[config.mk]
export PLATFORM = sky130hd
export DESIGN_NAME = mul_div_sequencer_flat
export DESIGN_NICKNAME = d
export VERILOG_FILES = /design/src/rtl/mul_div_sequencer_if.sv /design/src/rtl/mul_div_sequencer.sv /design/src/flat_wrapper.sv
export SDC_FILE = /design/constraint.sdc
export NUM_CORES = 1
export LEC_CHECK = 0
export BUFFER_PORTS_ARGS = -buffer_cell sky130_fd_sc_hd__buf_4
export CAP_MARGIN = 10
export CORE_UTILIZATION = 30
export DETAILED_ROUTE_END_ITERATION = 8
export GPL_ROUTABILITY_DRIVEN = 0
export PLACE_DENSITY_LB_ADDON = 0.15
export SLEW_MARGIN = 5
export SYNTH_ARGS = -nofsm -noshare
export SYNTH_HDL_FRONTEND = slang
export SYNTH_SLANG_ARGS = --single-unit
[constraint.sdc]
create_clock -name clock -period 1.3 [get_ports clock]
set_input_delay 0.065 -clock clock [delete_from_list [all_inputs] [get_ports clock]]
set_output_delay 0.065 -clock clock [all_outputs]
set_load 0.01 [all_outputs]
[src/rtl/mul_div_sequencer_if.sv]
// Control interface between the mul/div sequencer and the Phase-1 datapath:
// request/memory handshake and IR in, one-hot enables and strobes out.
interface mul_div_sequencer_if;
  logic        start;
  logic        mem_ready;
  logic [31:0] ir;
  logic [15:0] Rout;
  logic [15:0] Rin;
  logic        PCout, IncPC, MARin, memRead, MDRin, MDRout, IRin, Yin, Zin;
  logic        Zlowout, Zhighout, LOin, HIin;
  logic [4:0]  alu_op;
  logic        busy;
  logic        done;
  logic        illegal;

  modport master (
    output start, mem_ready, ir,
    input  Rout, Rin, PCout, IncPC, MARin, memRead, MDRin, MDRout, IRin, Yin, Zin,
    input  Zlowout, Zhighout, LOin, HIin, alu_op, busy, done, illegal
  );

  modport slave (
    input  start, mem_ready, ir,
    output Rout, Rin, PCout, IncPC, MARin, memRead, MDRin, MDRout, IRin, Yin, Zin,
    output Zlowout, Zhighout, LOin, HIin, alu_op, busy, done, illegal
  );
endinterface

[src/rtl/mul_div_sequencer.sv]
// Hardwired fetch/execute control FSM: fetch (T0-T2), decode (T3), then either
// a 3-register ALU op or a MUL/DIV that writes LO then HI.
module mul_div_sequencer #(
  parameter logic [4:0] OP_MUL    = 5'd15,
  parameter logic [4:0] OP_DIV    = 5'd16,
  parameter logic [4:0] OP_ALU_LO = 5'd0,
  parameter logic [4:0] OP_ALU_HI = 5'd12
) (
  input logic             clock,
  input logic             clear,
  mul_div_sequencer_if.slave sq
);

  typedef enum logic [2:0] {
    S_IDLE, S_T0, S_T1, S_T2, S_T3, S_T4, S_T5, S_T6
  } state_t;

  state_t     state_reg, state_next;
  logic [4:0] op, op_off;
  logic [3:0] ra, rb, rc;
  logic       is_alu, is_md;
  logic       unused_ir_bits;

  assign op  = sq.ir[31:27];
  assign ra  = sq.ir[26:23];
  assign rb  = sq.ir[22:19];
  assign rc  = sq.ir[18:15];
  assign unused_ir_bits = ^sq.ir[14:0];

  // Offset compare keeps the range check valid even when the group starts at 0.
  assign op_off = op - OP_ALU_LO;
  assign is_alu = (op_off <= 5'(OP_ALU_HI - OP_ALU_LO));
  assign is_md  = (op == OP_MUL) || (op == OP_DIV);

  always_ff @(posedge clock) begin
    if (!clear) state_reg <= S_IDLE;
    else        state_reg <= state_next;
  end

  always_comb begin
    state_next  = state_reg;
    sq.Rout     = '0;
    sq.Rin      = '0;
    sq.PCout    = 1'b0;
    sq.IncPC    = 1'b0;
    sq.MARin    = 1'b0;
    sq.memRead  = 1'b0;
    sq.MDRin    = 1'b0;
    sq.MDRout   = 1'b0;
    sq.IRin     = 1'b0;
    sq.Yin      = 1'b0;
    sq.Zin      = 1'b0;
    sq.Zlowout  = 1'b0;
    sq.Zhighout = 1'b0;
    sq.LOin     = 1'b0;
    sq.HIin     = 1'b0;
    sq.alu_op   = '0;
    sq.busy     = (state_reg != S_IDLE);
    sq.done     = 1'b0;
    sq.illegal  = 1'b0;

    case (state_reg)
      S_IDLE: if (sq.start) state_next = S_T0;
      S_T0: begin
        sq.PCout = 1'b1;
        sq.MARin = 1'b1;
        sq.IncPC = 1'b1;
        state_next = S_T1;
      end
      S_T1: begin
        sq.memRead = 1'b1;
        sq.MDRin   = 1'b1;
        if (sq.mem_ready) state_next = S_T2;
      end
      S_T2: begin
        sq.MDRout = 1'b1;
        sq.IRin   = 1'b1;
        state_next = S_T3;
      end
      S_T3: begin
        if (is_alu || is_md) begin
          sq.Rout = 16'd1 << ra;
          sq.Yin  = 1'b1;
          state_next = S_T4;
        end else begin
          sq.illegal = 1'b1;
          state_next = S_IDLE;
        end
      end
      S_T4: begin
        sq.Rout   = 16'd1 << rb;
        sq.Zin    = 1'b1;
        sq.alu_op = op;
        state_next = S_T5;
      end
      S_T5: begin
        sq.Zlowout = 1'b1;
        // T3 already rejected everything else, so not-MUL/DIV means ALU group.
        if (is_md) begin
          sq.LOin = 1'b1;
          state_next = S_T6;
        end else begin
          sq.Rin  = 16'd1 << rc;
          sq.done = 1'b1;
          state_next = S_IDLE;
        end
      end
      S_T6: begin
        sq.Zhighout = 1'b1;
        sq.HIin     = 1'b1;
        sq.done     = 1'b1;
        state_next  = S_IDLE;
      end
      default: state_next = S_IDLE;
    endcase
  end

endmodule

[src/flat_wrapper.sv]
// flat-port wrapper written by rule: the top's interface ports become plain ports
module mul_div_sequencer_flat 
#(
  parameter logic [4:0] OP_MUL    = 5'd15,
  parameter logic [4:0] OP_DIV    = 5'd16,
  parameter logic [4:0] OP_ALU_LO = 5'd0,
  parameter logic [4:0] OP_ALU_HI = 5'd12
)
  (clock, clear, sq_start, sq_mem_ready, sq_ir, sq_Rout, sq_Rin, sq_PCout, sq_IncPC, sq_MARin, sq_memRead, sq_MDRin, sq_MDRout, sq_IRin, sq_Yin, sq_Zin, sq_Zlowout, sq_Zhighout, sq_LOin, sq_HIin, sq_alu_op, sq_busy, sq_done, sq_illegal);
  mul_div_sequencer_if sq_i ();
  input logic clock;
  input logic clear;
  input wire logic [$bits(sq_i.start)-1:0] sq_start;
  input wire logic [$bits(sq_i.mem_ready)-1:0] sq_mem_ready;
  input wire logic [$bits(sq_i.ir)-1:0] sq_ir;
  output wire logic [$bits(sq_i.Rout)-1:0] sq_Rout;
  output wire logic [$bits(sq_i.Rin)-1:0] sq_Rin;
  output wire logic [$bits(sq_i.PCout)-1:0] sq_PCout;
  output wire logic [$bits(sq_i.IncPC)-1:0] sq_IncPC;
  output wire logic [$bits(sq_i.MARin)-1:0] sq_MARin;
  output wire logic [$bits(sq_i.memRead)-1:0] sq_memRead;
  output wire logic [$bits(sq_i.MDRin)-1:0] sq_MDRin;
  output wire logic [$bits(sq_i.MDRout)-1:0] sq_MDRout;
  output wire logic [$bits(sq_i.IRin)-1:0] sq_IRin;
  output wire logic [$bits(sq_i.Yin)-1:0] sq_Yin;
  output wire logic [$bits(sq_i.Zin)-1:0] sq_Zin;
  output wire logic [$bits(sq_i.Zlowout)-1:0] sq_Zlowout;
  output wire logic [$bits(sq_i.Zhighout)-1:0] sq_Zhighout;
  output wire logic [$bits(sq_i.LOin)-1:0] sq_LOin;
  output wire logic [$bits(sq_i.HIin)-1:0] sq_HIin;
  output wire logic [$bits(sq_i.alu_op)-1:0] sq_alu_op;
  output wire logic [$bits(sq_i.busy)-1:0] sq_busy;
  output wire logic [$bits(sq_i.done)-1:0] sq_done;
  output wire logic [$bits(sq_i.illegal)-1:0] sq_illegal;
  assign sq_i.start = sq_start;
  assign sq_i.mem_ready = sq_mem_ready;
  assign sq_i.ir = sq_ir;
  assign sq_Rout = sq_i.Rout;
  assign sq_Rin = sq_i.Rin;
  assign sq_PCout = sq_i.PCout;
  assign sq_IncPC = sq_i.IncPC;
  assign sq_MARin = sq_i.MARin;
  assign sq_memRead = sq_i.memRead;
  assign sq_MDRin = sq_i.MDRin;
  assign sq_MDRout = sq_i.MDRout;
  assign sq_IRin = sq_i.IRin;
  assign sq_Yin = sq_i.Yin;
  assign sq_Zin = sq_i.Zin;
  assign sq_Zlowout = sq_i.Zlowout;
  assign sq_Zhighout = sq_i.Zhighout;
  assign sq_LOin = sq_i.LOin;
  assign sq_HIin = sq_i.HIin;
  assign sq_alu_op = sq_i.alu_op;
  assign sq_busy = sq_i.busy;
  assign sq_done = sq_i.done;
  assign sq_illegal = sq_i.illegal;
  mul_div_sequencer #(.OP_MUL(OP_MUL), .OP_DIV(OP_DIV), .OP_ALU_LO(OP_ALU_LO), .OP_ALU_HI(OP_ALU_HI)) u_core (.clock(clock), .clear(clear), .sq(sq_i));
endmodule
==> out/qor.csv <==
metric,value,unit
share of cells above drive strength 1,70.9,%
clock sinks,3,
Reg area,62.6,um2
CTS Hold Buffers Added,0,
CP max stage cell,or3b_4,
Fin. Hold Viols,0,
Initial Utilization,31.7,%
Synth Area in XOR/XNOR,0,%
area delta synth->final,140,%
GRT Resource Usage Total,26.4,%
mux share of post-synthesis cell area,0,%
die width,53.1,um
row cnt,18,
Relative slew margins,70.8,%
DR vias,1380,
clock skew,0.00566,ns
Gate Count Post-Synth,123,
internal power,0.422,mW
CP Cell Sequence,and3b_1 -> or3b_4 -> or3_4 -> o41ai_2 -> buf_4,
adder-cell share of the synthesized area,0,%
Largest register FFs,3,
max frequency,566,MHz
Main synth FF type,dfxtp_1,
TritonCTS clock tree,yes,
fin crit period,1.77,ns
DRT Pass-1 Iters,4,
outcome,"finished, violations left",
Yosys cell types,35,
Post-synth EDFFs,0,
post-synthesis cell area,785,um2
Post-DRT Antenna Nets,0,
net switching power,0.276,mW
initial antenna violation count,0,
Logic pwr share,60.7,%
Max Slew Vio Count,0,
I/O Pins,89,
Hold Path Class,in -> reg,
final hold slack,0.104,ns
Multi-input gate area,960,um2
worst path bufs/invs,1,
fillers,187,
Pleak,0.832,nW
Worst-Skew Late Latency,0.24,ns
"top cells by count, synth","nor2_1 (19), nand2b_1 (10), nand2_1 (8)",
Clock Tree Root,clkbuf_4,
CTS H-tree lvls,1,
GRT overflow,0,
vias in the first global route,1240,
Worst-path clk slew,0.03,ns
post-synthesis net count,159,
Worst path max stage delay,0.39,ns
failing checks,negative setup slack,
Worst Setup End Kind,output pin,
Detailed Route WL,3970,um
PortBufs,73,
pre-CTS WS,-0.215,ns
placed insts,231,
CP Data Required Time,1.24,ns
clock share of power,24.0,%
post-synth top area share,9.09,%
yosys warns,0,
Least-Margin Pin Slew,0.431,ns
period utilisation layout,136,%
compound-gate portion of the synthesized area,25.7,%
synth top area cells,"nor2_1 (9.1%), nand2b_1 (8.0%), o32ai_1 (7.8%), dfxtp_1 (7.7%), and2_1 (4.8%)",
ys async rst share,0,%
Iteration-0 DRC Markers,17,
first-pass GRT wire length,5450,um
Seq pwr share,15.2,%
Ant. Diodes,0,
largest family of logic cells by synthesized area,simple AND/OR/NAND/NOR gates,
register area share after synthesis,7.66,%
Worst EP arrival,1.70,ns
Final WS setup,-0.467,ns
Sw Share,39.5,%
TNS Setup,-10.26,ns
"non-filler cells, final",243,
"Power, Total",0.698,mW
maxcap violations,0,
"Max FO, Critical Path",2,
average vias per placed instance,5.68,
DR DRC count,0,
pin count of the biggest net entering global routing,14,
area of the core,2480,um2
CP Class,reg -> out,
die height,53.1,um
"area leader, netlist",nor2_1,
worst vdd ir,0.396,mV
cell family with most CP delay,simple AND/OR/NAND/NOR gates,
reg2reg setup slack,-0.16,ns
full die area,2820,um2
unrepaired setup endpoints after global routing,yes,
CTS Buf Count,3,
CTS Buffer Depth,2,
Power Dens Cells,371,nW/um2
dpl hpwl,2470,um
CP Launch Type,register,
most instantiated library cell after synthesis,nor2_1,
post-synthesis simple-gate area fraction,55.8,%
setup violators final,45,
post-synthesis sequential element count,3,
syn avg cell area,6.38,um2
nets@finish,250,
routed len/inst,16.3,um
## through the flow
stage / util (%) / cell area, um2
finish: 75.9 / 1880
global route: 75.9 / 1880
CTS: 71.1 / 1760
detailed placement: 58.7 / 1460
global placement: 58.7 / 1460
floorplan: - / 823
## worst paths after layout
check	start	to	depth (start not counted)
min	clear	u_core.state_reg[1]	2
min reg2reg	u_core.state_reg[2]	u_core.state_reg[0]	2
max	u_core.state_reg[1]	sq_Rout[0]	5
max reg2reg	u_core.state_reg[1]	u_core.state_reg[0]	7
## cells by family (layout without fill, tap and decap cells)
family | Yosys count | count (layout)
AND/OR/NAND/NOR | 79 | 79
flip-flops | 3 | 3
AO/OA/AOI/OAI | 26 | 28
buffers and inverters | 15 | 103
## placed cells by master, fill, tap and decap left out, drive strengths merged
cell type and count:
o41ai 2, a31oi 2, and2 6, a31o 1, o22ai 3, a311oi 1, nand4b 2, o32ai 7
and3b 3, o311ai 1, dfxtp 3, o31ai 4, a2bb2oi 1, nand2b 10, or2 3, or3b 1
nor2b 1, a211oi 1, o21ai 4, or3 5, nand4 3, clkbuf 4, nor3 7, buf 94
nor2 19, nand3 4, inv 5, nand3b 4, and3 1, a21oi 1, nor3b 2, nand2 8
## layer usage
| layer | share of wire (%) | GRT usage (%) | vias to the layer above | wire, um |
|---|---|---|---|---|
| li1 | - | - | 641 | - |
| met1 | 36 | 27.9 | 656 | 1430 |
| met2 | 55 | 50.2 | 71 | 2200 |
| met3 | 5.2 | 3.45 | 12 | 206 |
| met4 | 3.4 | 13.2 | 0 | 133 |
| met5 | 0 | 0 | - | 0 |
## final cells by class
class	count	share of cell area (%)
inverters	5	1.13
well taps	30	2.00
clock buffers	4	1.40
repair buffers	94	41.1
flip-flops and latches	3	3.33
multi-input cells	107	51.0
## power groups by stage
| stage | combinational [mW] | clock [mW] | sequential [mW] |
|---|---|---|---|
| floorplan | 0.139 | 0 | 0.108 |
| global placement | 0.284 | 0 | 0.106 |
| detailed placement | 0.294 | 0 | 0.107 |
| CTS | 0.371 | 0.177 | 0.105 |
| global route | 0.450 | 0.181 | 0.107 |
| finish | 0.424 | 0.168 | 0.106 |
## timing repair
action	CTS	global route
endpoints found under the setup margin	45	54
pin swaps	24	7
gates resized for setup	41	31
setup buffers	6	3
gates cloned	2	0
(Power assumes the default switching activity.)
